--- config.mk ---
export PLATFORM = sky130hd
export DESIGN_NAME = cga_intr_ident_responder
export DESIGN_NICKNAME = d
export VERILOG_FILES = /design/src/rtl/cga_intr_pkg.sv /design/src/rtl/cga_intr_prio_pick.sv /design/src/rtl/cga_intr_ident_responder.sv
export SDC_FILE = /design/constraint.sdc
export NUM_CORES = 1
export LEC_CHECK = 0
export ABC_CLOCK_PERIOD_IN_PS = 2700
export BUFFER_PORTS_ARGS = -buffer_cell sky130_fd_sc_hd__clkbuf_2
export CORE_MARGIN = 8
export CORE_UTILIZATION = 40
export DETAILED_ROUTE_END_ITERATION = 10
export PLACE_DENSITY = 0.77
export SLEW_MARGIN = 20
export SYNTH_ARGS = -nofsm -noshare
export SYNTH_HDL_FRONTEND = slang
export SYNTH_HIERARCHICAL = 1
export SYNTH_SLANG_ARGS = --single-unit
--- constraint.sdc ---
create_clock -name MCLK -period 2.7 [get_ports MCLK]
set_clock_uncertainty 0.05 [all_clocks]
set_input_delay 0.135 -clock MCLK [delete_from_list [all_inputs] [get_ports MCLK]]
set_output_delay 0.135 -clock MCLK [all_outputs]
set_load 0.05 [all_outputs]
--- src/rtl/cga_intr_pkg.sv ---
// Shared types for the CGA interrupt IDENT responder.
// Optional feature macro: CGA_INTR_ROUND_ROBIN_EN (rotating winner pointer).
package cga_intr_pkg;

   localparam int LVL_W = 4;
   localparam int IDC_W = 8;

   typedef enum logic [2:0] {
      ST_IDLE,
      ST_PASS,
      ST_LATCH,
      ST_DRIVE,
      ST_DONE
   } state_t;

   function automatic int idx_w(input int n);
      return (n > 1) ? $clog2(n) : 1;
   endfunction

endpackage

--- src/rtl/cga_intr_prio_pick.sv ---
// Pending-vector winner picker: first set bit at or above ptr, wrapping.
// With ptr tied to 0 this is plain lowest-index priority.
module cga_intr_prio_pick #(
   parameter int NSRC = 4,
   parameter int IW   = 2
) (
   input  logic [NSRC-1:0] pend,
   input  logic [IW-1:0]   ptr,
   output logic [IW-1:0]   idx,
   output logic            any
);

   logic [NSRC-1:0] rot;
   logic [IW:0]     sum;

   always_comb begin
      rot = NSRC'({pend, pend} >> ptr);
      any = 1'b0;
      sum = '0;
      // Scan downward so the lowest rotated position is the last one kept.
      for (int k = NSRC - 1; k >= 0; k--) begin
         if (rot[k]) begin
            any = 1'b1;
            sum = {1'b0, ptr} + (IW+1)'(k);
         end
      end
      if (sum >= (IW+1)'(NSRC)) begin
         sum = sum - (IW+1)'(NSRC);
      end
      idx = sum[IW-1:0];
   end

endmodule

--- src/rtl/cga_intr_ident_responder.sv ---
// Level interrupt requester and IDENT responder for one CGA level.
// Define CGA_INTR_ROUND_ROBIN_EN for rotating source priority.
module cga_intr_ident_responder
   import cga_intr_pkg::*;
#(
   parameter int               NSRC   = 4,
   parameter logic [LVL_W-1:0] LEVEL  = 4'd11,
   parameter logic [IDC_W-1:0] IDBASE = 8'h00
) (
   input  logic             MCLK,
   input  logic             RESETN,
   input  logic [NSRC-1:0]  SRC_REQ,
   input  logic [NSRC-1:0]  SRC_CLR,
   input  logic             ENABLE,
   input  logic             IDENT,
   input  logic [LVL_W-1:0] IDLEV,
   input  logic             PI,
   output logic             PO,
   output logic             INTRQ,
   output logic             IDVALID,
   output logic [IDC_W-1:0] IDCODE,
   output logic [NSRC-1:0]  PEND,
   output logic [NSRC-1:0]  SERVED
);

   localparam int IW = idx_w(NSRC);

   state_t          state;
   state_t          state_nxt;
   logic [NSRC-1:0] req_q;
   logic [NSRC-1:0] pend_q;
   logic [NSRC-1:0] pend_nxt;
   logic [NSRC-1:0] served_q;
   logic [NSRC-1:0] rise;
   logic [NSRC-1:0] retire;
   logic            intrq_q;
   logic [IW-1:0]   win_q;
   logic [IW-1:0]   pick_idx;
   logic [IW-1:0]   ptr;
   logic            pick_any;
   logic            lvl_hit;
   logic            claim;
   logic            capture;

   cga_intr_prio_pick #(
      .NSRC (NSRC),
      .IW   (IW)
   ) u_pick (
      .pend (pend_q),
      .ptr  (ptr),
      .idx  (pick_idx),
      .any  (pick_any)
   );

`ifdef CGA_INTR_ROUND_ROBIN_EN
   logic [IW-1:0] ptr_q;

   always_ff @(posedge MCLK or negedge RESETN) begin
      if (!RESETN) begin
         ptr_q <= '0;
      end else if (state == ST_DONE) begin
         ptr_q <= (win_q == IW'(NSRC - 1)) ? '0 : win_q + 1'b1;
      end
   end

   assign ptr = ptr_q;
`else
   assign ptr = '0;
`endif

   assign lvl_hit = (IDLEV == LEVEL);
   assign claim   = IDENT & lvl_hit & PI & ENABLE & pick_any;
   assign rise    = SRC_REQ & ~req_q;

   always_comb begin
      retire = '0;
      if (state == ST_DONE) begin
         retire[win_q] = 1'b1;
      end
   end

   // A fresh request edge overrides any clear landing in the same cycle.
   assign pend_nxt = (pend_q & ~SRC_CLR & ~retire) | rise;

   always_comb begin
      state_nxt = state;
      capture   = 1'b0;
      PO        = 1'b0;
      unique case (state)
         ST_IDLE: begin
            PO = PI & ~claim;
            if (claim) begin
               state_nxt = ST_LATCH;
               capture   = 1'b1;
            end else if (IDENT && lvl_hit) begin
               state_nxt = ST_PASS;
            end
         end
         ST_PASS: begin
            PO = PI;
            if (!IDENT) state_nxt = ST_IDLE;
         end
         ST_LATCH: begin
            state_nxt = IDENT ? ST_DRIVE : ST_IDLE;
         end
         ST_DRIVE: begin
            if (!IDENT) state_nxt = ST_DONE;
         end
         ST_DONE: begin
            state_nxt = ST_IDLE;
         end
         default: begin
            state_nxt = ST_IDLE;
         end
      endcase
   end

   always_ff @(posedge MCLK or negedge RESETN) begin
      if (!RESETN) begin
         state    <= ST_IDLE;
         req_q    <= '0;
         pend_q   <= '0;
         served_q <= '0;
         intrq_q  <= 1'b0;
         win_q    <= '0;
      end else begin
         state    <= state_nxt;
         req_q    <= SRC_REQ;
         pend_q   <= pend_nxt;
         served_q <= retire;
         intrq_q  <= ENABLE & (|pend_q);
         if (capture) win_q <= pick_idx;
      end
   end

   assign IDVALID = (state == ST_DRIVE);
   assign IDCODE  = IDVALID ? IDBASE + IDC_W'(win_q) : '0;
   assign PEND    = pend_q;
   assign SERVED  = served_q;
   assign INTRQ   = intrq_q;

endmodule

==> results.json, run 1 <==
{
  "detail-route-antenna-nets": 0,
  "cp_cell_sequence": "inv_1, nand3_1, nand4_1, o311a_1, clkbuf_2",
  "seqCellArea_um2": 450,
  "cts-root-buf": "clkbuf_4",
  "clk_pin_slew_ps": 80,
  "setup_viol": 0,
  "dpl.hpwl_um": 1550,
  "required_ps": 2520,
  "rows": 16,
  "synth-seq-area-share_pct": 54.5,
  "die_h_um": 61.5,
  "status": "complete, no violations",
  "die_area_um2": 3780,
  "min_period_over_period_pct": 68.5,
  "viasPerCell": 4.71,
  "clockBufferDepth": 2,
  "finalInstanceArea_um2": 1130,
  "fill_cells": 184,
  "grt.total_usage_pct": 11.8,
  "numPortBuffers": 29,
  "critical_path_peak_fanout": 7,
  "yosysWarnings": 6,
  "grt_pass1_wl_um": 3260,
  "crit_arrival_ps": 1660,
  "path_class": "flop to primary output",
  "netlist_area_um2": 827,
  "cts_resized": 0,
  "antenna_cells": 0,
  "ys_ff_latch": 18,
  "power.leakage_nw": 0.595,
  "max_stage_delay_ps": 460,
  "powerDensity_nw_per_um2": 485,
  "cap_violations": 0,
  "synthDistinctLibCells": 28,
  "h-tree-depth": 1,
  "die_w_um": 61.5,
  "antenna_found_initial": 0,
  "dr.pass1.iters": 4,
  "path_buf_inv": 2,
  "hold_violations": 0,
  "final_cell_mix": "29 x clkbuf_2, 18 x dfrtp_1, 13 x inv_1, 13 x conb_1, 10 x dlygate4sd3_1",
  "setup.worst_path.end_class": "primary output",
  "drv_slew": 0,
  "drc": 0,
  "setup_slack_ps": 851,
  "syn-instance-count": 78,
  "post-route-min-period_ps": 1850,
  "worst_skew_pair.late_latency_ps": 290,
  "start_util_pct": 42.2,
  "cp_slowest_cell": "dfrtp_1",
  "grt_remaining_overflow": 0,
  "avgSynthCellArea_um2": 10.6,
  "placed_area_um2": 1010,
  "io_pins": 36,
  "wl_per_cell_um": 13.1,
  "grt_max_degree": 19,
  "numCtsBuffers": 3,
  "max_freq_ghz": 0.541,
  "preCtsSetupSlack_ps": 1130,
  "syn_to_final_growth_pct": 36.5,
  "final_common_cell": "clkbuf_2",
  "first_global_vias": 751,
  "power.total_uw": 548,
  "core_area_um2": 1960,
  "crit_path_start_kind": "flop",
  "gp_congestion": 0.800,
  "drive_above_1_share_pct": 27.8,
  "path_delay_family": "flip-flops",
  "drtIter0Drc": 6,
  "rsz0062_at_grt": "no",
  "peakVddDrop_v": 0.000316,
  "wl_um": 2010,
  "cts_tree": "yes",
  "min_path_type": "primary input to flop",
  "multiInputGateArea_um2": 328,
  "vias": 721,
  "clock-sinks": 18,
  "fin_setup_tns_ps": 0,
  "fin_nets": 145
}
==> cell type report <==
class / instances / area share (%)
Clock buffer: 3 / 2.00
Multi-Input combinational cell: 53 / 29.0
Tap cell: 27 / 2.99
Timing Repair Buffer: 39 / 21.7
Inverter: 13 / 4.32
Sequential cell: 18 / 39.9
==> metal layers <==
| metal | vias to the layer above | part of all wire [%] | track usage (%) |
|---|---|---|---|
| met5 | - | 0 | 0 |
| met4 | 0 | 1.1 | 5.84 |
| met1 | 335 | 39 | 11.8 |
| met2 | 32 | 47 | 19.4 |
| li1 | 350 | - | - |
| met3 | 4 | 13 | 6.89 |
==> worst register-to-register path: stages, from the launching register on <==
cell	delay, ps
dfrtp_1	460
inv_1	100
nand3_1	110
nand4_1	160
nor3_2	250
mux2_2	360
==> sequential cells by signal, summed over array words and instances (netlist names) <==
register,count
SERVED,4
INTRQ,1
state,3
PEND,4
req_q,4
win_q,2
==> stage by stage <==
step,utilization (%),cells,hold WS (ps)
floorplan,-,90,-211
detailed placement,51.3,140,50.9
global route,57.5,153,45.7
finish,57.5,153,66.5
global placement,51.3,140,43.8
CTS,57.5,153,46.6
==> timing repair <==
item                      in CTS  in global routing
hold buffers                  10                  0
setup buffers                  0                  0
hold endpoints to repair      27                  0
==> cells by family (layout without fill, tap and decap cells) <==
group / count (synthesis) / count (layout) / share of synthesized area (%)
AO/OA/AOI/OAI: 15 / 15 / 13.9
buffers and inverters: 19 / 55 / 11.3
flip-flops: 18 / 18 / 54.5
multiplexers: 2 / 2 / 2.72
other: 1 / 13 / 0.453
AND/OR/NAND/NOR: 23 / 23 / 17.1
==> synth_stat cells (all sizes together) <==
cell type | n | share of area, %
and4 | 1 | 1.1
and2 | 3 | 2.3
nand4 | 1 | 0.76
a221o | 1 | 1.2
nand3 | 2 | 1.2
conb | 1 | 0.45
o21ai | 1 | 0.60
nor2 | 4 | 1.8
nand2b | 2 | 1.5
o21a | 1 | 0.91
buf | 6 | 5.4
nor2b | 2 | 1.5
o32ai | 4 | 4.2
o41a | 1 | 1.4
inv | 13 | 5.9
nand2 | 1 | 0.45
a21boi | 1 | 0.91
and4b | 1 | 1.2
nor3 | 3 | 2.4
a21oi | 4 | 2.4
or3 | 1 | 0.76
o311a | 1 | 1.2
dfrtp | 18 | 54
o221ai | 1 | 1.1
nand4b | 1 | 1.1
nor4b | 1 | 1.1
mux2 | 2 | 2.7
==> where the power goes <==
group | switching (mW) | internal, mW | total (mW)
registers | 0.0168 | 0.283 | 0.300
logic | 0.0790 | 0.0400 | 0.119
clock network | 0.0766 | 0.0519 | 0.128
==> worst paths after layout <==
kind / startpoint / to / slack (ps) / cells past startpoint
max: PEND[0] / PO / 850 / 5
max in group asynchronous: RESETN / SERVED[0] / 2020 / 2
min in group asynchronous: RESETN / SERVED[3] / 260 / 2
max reg2reg: PEND[0] / win_q[0] / 1130 / 5
min: ENABLE / INTRQ / 70 / 2
min reg2reg: req_q[2] / PEND[2] / 390 / 1
(Power assumes the default switching activity.)
==> run 2: changes to the inputs <==
ABC_AREA = 1   (was unset)
ABC_CLOCK_PERIOD_IN_PS = 1900   (was 2700)
CORE_ASPECT_RATIO = 0.5   (was unset)
PLACE_DENSITY = 0.74   (was 0.77)
clock period = 1.9 ns   (was 2.7 ns; I/O delays follow)
==> run 2 against run 1 <==
Sequential cell count is the same. First-iteration DRC count rose to 4.8 times the previous value. Register-to-register slack got worse by 840 ps. Largest cell class is now multi-input gates.
==> results.json, run 2 <==
{
  "cp_cell_sequence": "inv_1, nand2_1, nand3_2, nand2_2, inv_2, nand4_1, nand2_1, nor2_2, nand3_4, nand2_4, a21oi_4, buf_8",
  "path_buf_inv": 3,
  "grt_max_degree": 19,
  "cp_common_cell": "nand2_1",
  "async_flop_share_pct": 100,
  "max_stage_delay_ps": 400,
  "yosysWarnings": 6,
  "syn-instance-count": 139,
  "grt_remaining_overflow": 0,
  "netlist_area_um2": 1070,
  "antenna_found_initial": 0,
  "core_area_um2": 2570,
  "min_path_type": "primary input to flop",
  "clock-sinks": 18,
  "crit_arrival_ps": 1660,
  "grt_pass1_wl_um": 4040,
  "wl_um": 2500,
  "cts_tree": "yes",
  "viasPerCell": 4.49,
  "clockBufferDepth": 2,
  "wl_per_cell_um": 11.2,
  "worst_skew_pair.late_latency_ps": 250,
  "min_period_over_period_pct": 94.8,
  "ys_ff_latch": 18,
  "power.leakage_nw": 0.837,
  "cp_slowest_cell": "dfrtp_1",
  "synth.top_cells.by_count": "28 x inv_1, 26 x nand2_1, 18 x dfrtp_1",
  "fin_setup_tns_ps": 0,
  "grt.total_usage_pct": 11.1,
  "synthFlopType": "dfrtp_1",
  "finalInstanceArea_um2": 1440,
  "setup_viol": 0,
  "detail-route-antenna-nets": 0,
  "cap_violations": 0,
  "synth-seq-area-share_pct": 42.0,
  "syn_to_final_growth_pct": 34.1,
  "hold_violations": 0,
  "drv_slew": 0,
  "io_pins": 36,
  "yosysTopAreaCell": "dfrtp_1",
  "rows": 13,
  "clk_pin_slew_ps": 70,
  "critical_path_peak_fanout": 2,
  "die_w_um": 89.2,
  "die_area_um2": 4690,
  "synth_edf_count": 0,
  "final_common_cell": "clkbuf_2",
  "powerDensity_nw_per_um2": 812,
  "setup.worst_path.end_class": "primary output",
  "status": "complete, no violations",
  "dr.pass1.iters": 4,
  "avgSynthCellArea_um2": 7.71,
  "h-tree-depth": 1,
  "antenna_cells": 0,
  "synthDistinctLibCells": 25,
  "fin_util_pct": 55.9,
  "crit_path_start_kind": "flop",
  "gp_congestion": 0.869,
  "drc": 0,
  "synth_area_leaders": "dfrtp_1 42%, inv_1 9.8%, nand2_1 9.1%, nand3_1 7.9%, buf_4 4.2%",
  "drive_above_1_share_pct": 34.4,
  "peakVddDrop_v": 0.000483,
  "synth.most_common_cell": "inv_1",
  "synth_top_area_share_pct": 42.0,
  "required_ps": 1750,
  "post-route-min-period_ps": 1800,
  "fin_nets": 204,
  "start_util_pct": 41.7,
  "path_class": "flop to primary output",
  "path_delay_family": "simple AND/OR/NAND/NOR gates",
  "drtIter0Drc": 29,
  "numCtsBuffers": 3,
  "numPortBuffers": 29,
  "placed_area_um2": 1280,
  "dpl.hpwl_um": 1960,
  "vias": 1002,
  "final_cell_mix": "28 x clkbuf_2, 27 x inv_1, 23 x nand2_1",
  "cts-root-buf": "clkbuf_8",
  "first_global_vias": 975,
  "max_freq_ghz": 0.555,
  "die_h_um": 52.6
}
[run 2: changes by cell type in the layout (fill, tap and decap cells not counted), sizes merged, moves of 2 or more]
cell	previous run	this run
buf	0	5
o21ai	1	7
mux2	2	0
inv	13	32
dlygate4sd3	10	5
nor2	4	9
and2	3	0
o32ai	4	0
nand2	1	33
nand3	2	19
nor2b	2	0
nand2b	2	0
[run 2: layout make-up]
class,count,area (µm²)
flip-flops and latches,18,450
clock buffers,4,55.1
fillers,239,1130
inverters,32,125
well taps,37,46.3
repair buffers,38,235
multi-input cells,94,526
[run 2: what timing repair did]
| action | in CTS | in global routing |
|---|---|---|
| hold endpoints to repair | 22 | 0 |
| pin swaps | 0 | 2 |
| setup buffers | 1 | 1 |
| hold buffers | 5 | 0 |
| endpoints found under the setup margin | 1 | 1 |
| gates resized for setup | 4 | 8 |
[run 2: cells by family after synthesis]
| group | after synthesis | share of synthesized area, % |
|---|---|---|
| and+or+nand+nor | 67 | 33.1 |
| buffers and inverters | 39 | 16.9 |
| DFF | 18 | 42.0 |
| xor gates and xnor gates | 1 | 0.817 |
| other | 1 | 0.350 |
| AOI/OAI and AO/OA | 13 | 6.77 |
[run 2: per-layer routing]
| metal | up-vias | track usage, % | wire, µm |
|---|---|---|---|
| li1 | 506 | - | - |
| met1 | 461 | 12.5 | 999 |
| met2 | 31 | 19.1 | 1300 |
| met3 | 4 | 3.75 | 160 |
| met4 | 0 | 4.63 | 38 |
| met5 | - | 0 | 0 |
[run 2: metrics by stage]
stage | hold WS, ps | power, mW | worst slack [ps] | instances
floorplan | -251 | 0.743 | 65.8 | 151
global placement | 2.13 | 0.808 | 193 | 212
detailed placement | 14.3 | 0.813 | 167 | 212
CTS | 43.6 | 1.15 | 11.5 | 222
global route | 50.8 | 1.24 | -1.71 | 223
finish | 45.3 | 1.17 | 98.7 | 223
[run 2: worst paths after layout]
check | slack (ps) | depth (start not counted) | from | end
worst min register to register | 360 | 1 | req_q[1] | PEND[1]
worst max-delay path | 100 | 12 | PEND[0] | PO
worst max register to register | 290 | 13 | PEND[0] | win_q[0]
worst min-delay path | 50 | 4 | SRC_CLR[1] | PEND[1]
max in group asynchronous | 1240 | 2 | RESETN | PEND[1]
min in group asynchronous | 260 | 2 | RESETN | SERVED[0]
[run 2: worst register-to-register path: stages (launching register included)]
cell     delay (ps)
dfrtp_1         370
inv_1            50
nand2_1          90
nand3_2          90
nand2_2         100
inv_2            40
nand4_1          70
nand2_1          70
nor2_2          120
nand3_4          90
buf_4           160
nor2_4          100
nand2_1          60
o21ai_1          70
[run 2: where the power goes]
group          total [mW]  internal, mW  switching (mW)
clock network       0.311         0.184           0.127
logic               0.403         0.135           0.268
registers           0.454         0.419          0.0348
total                1.17         0.738           0.430
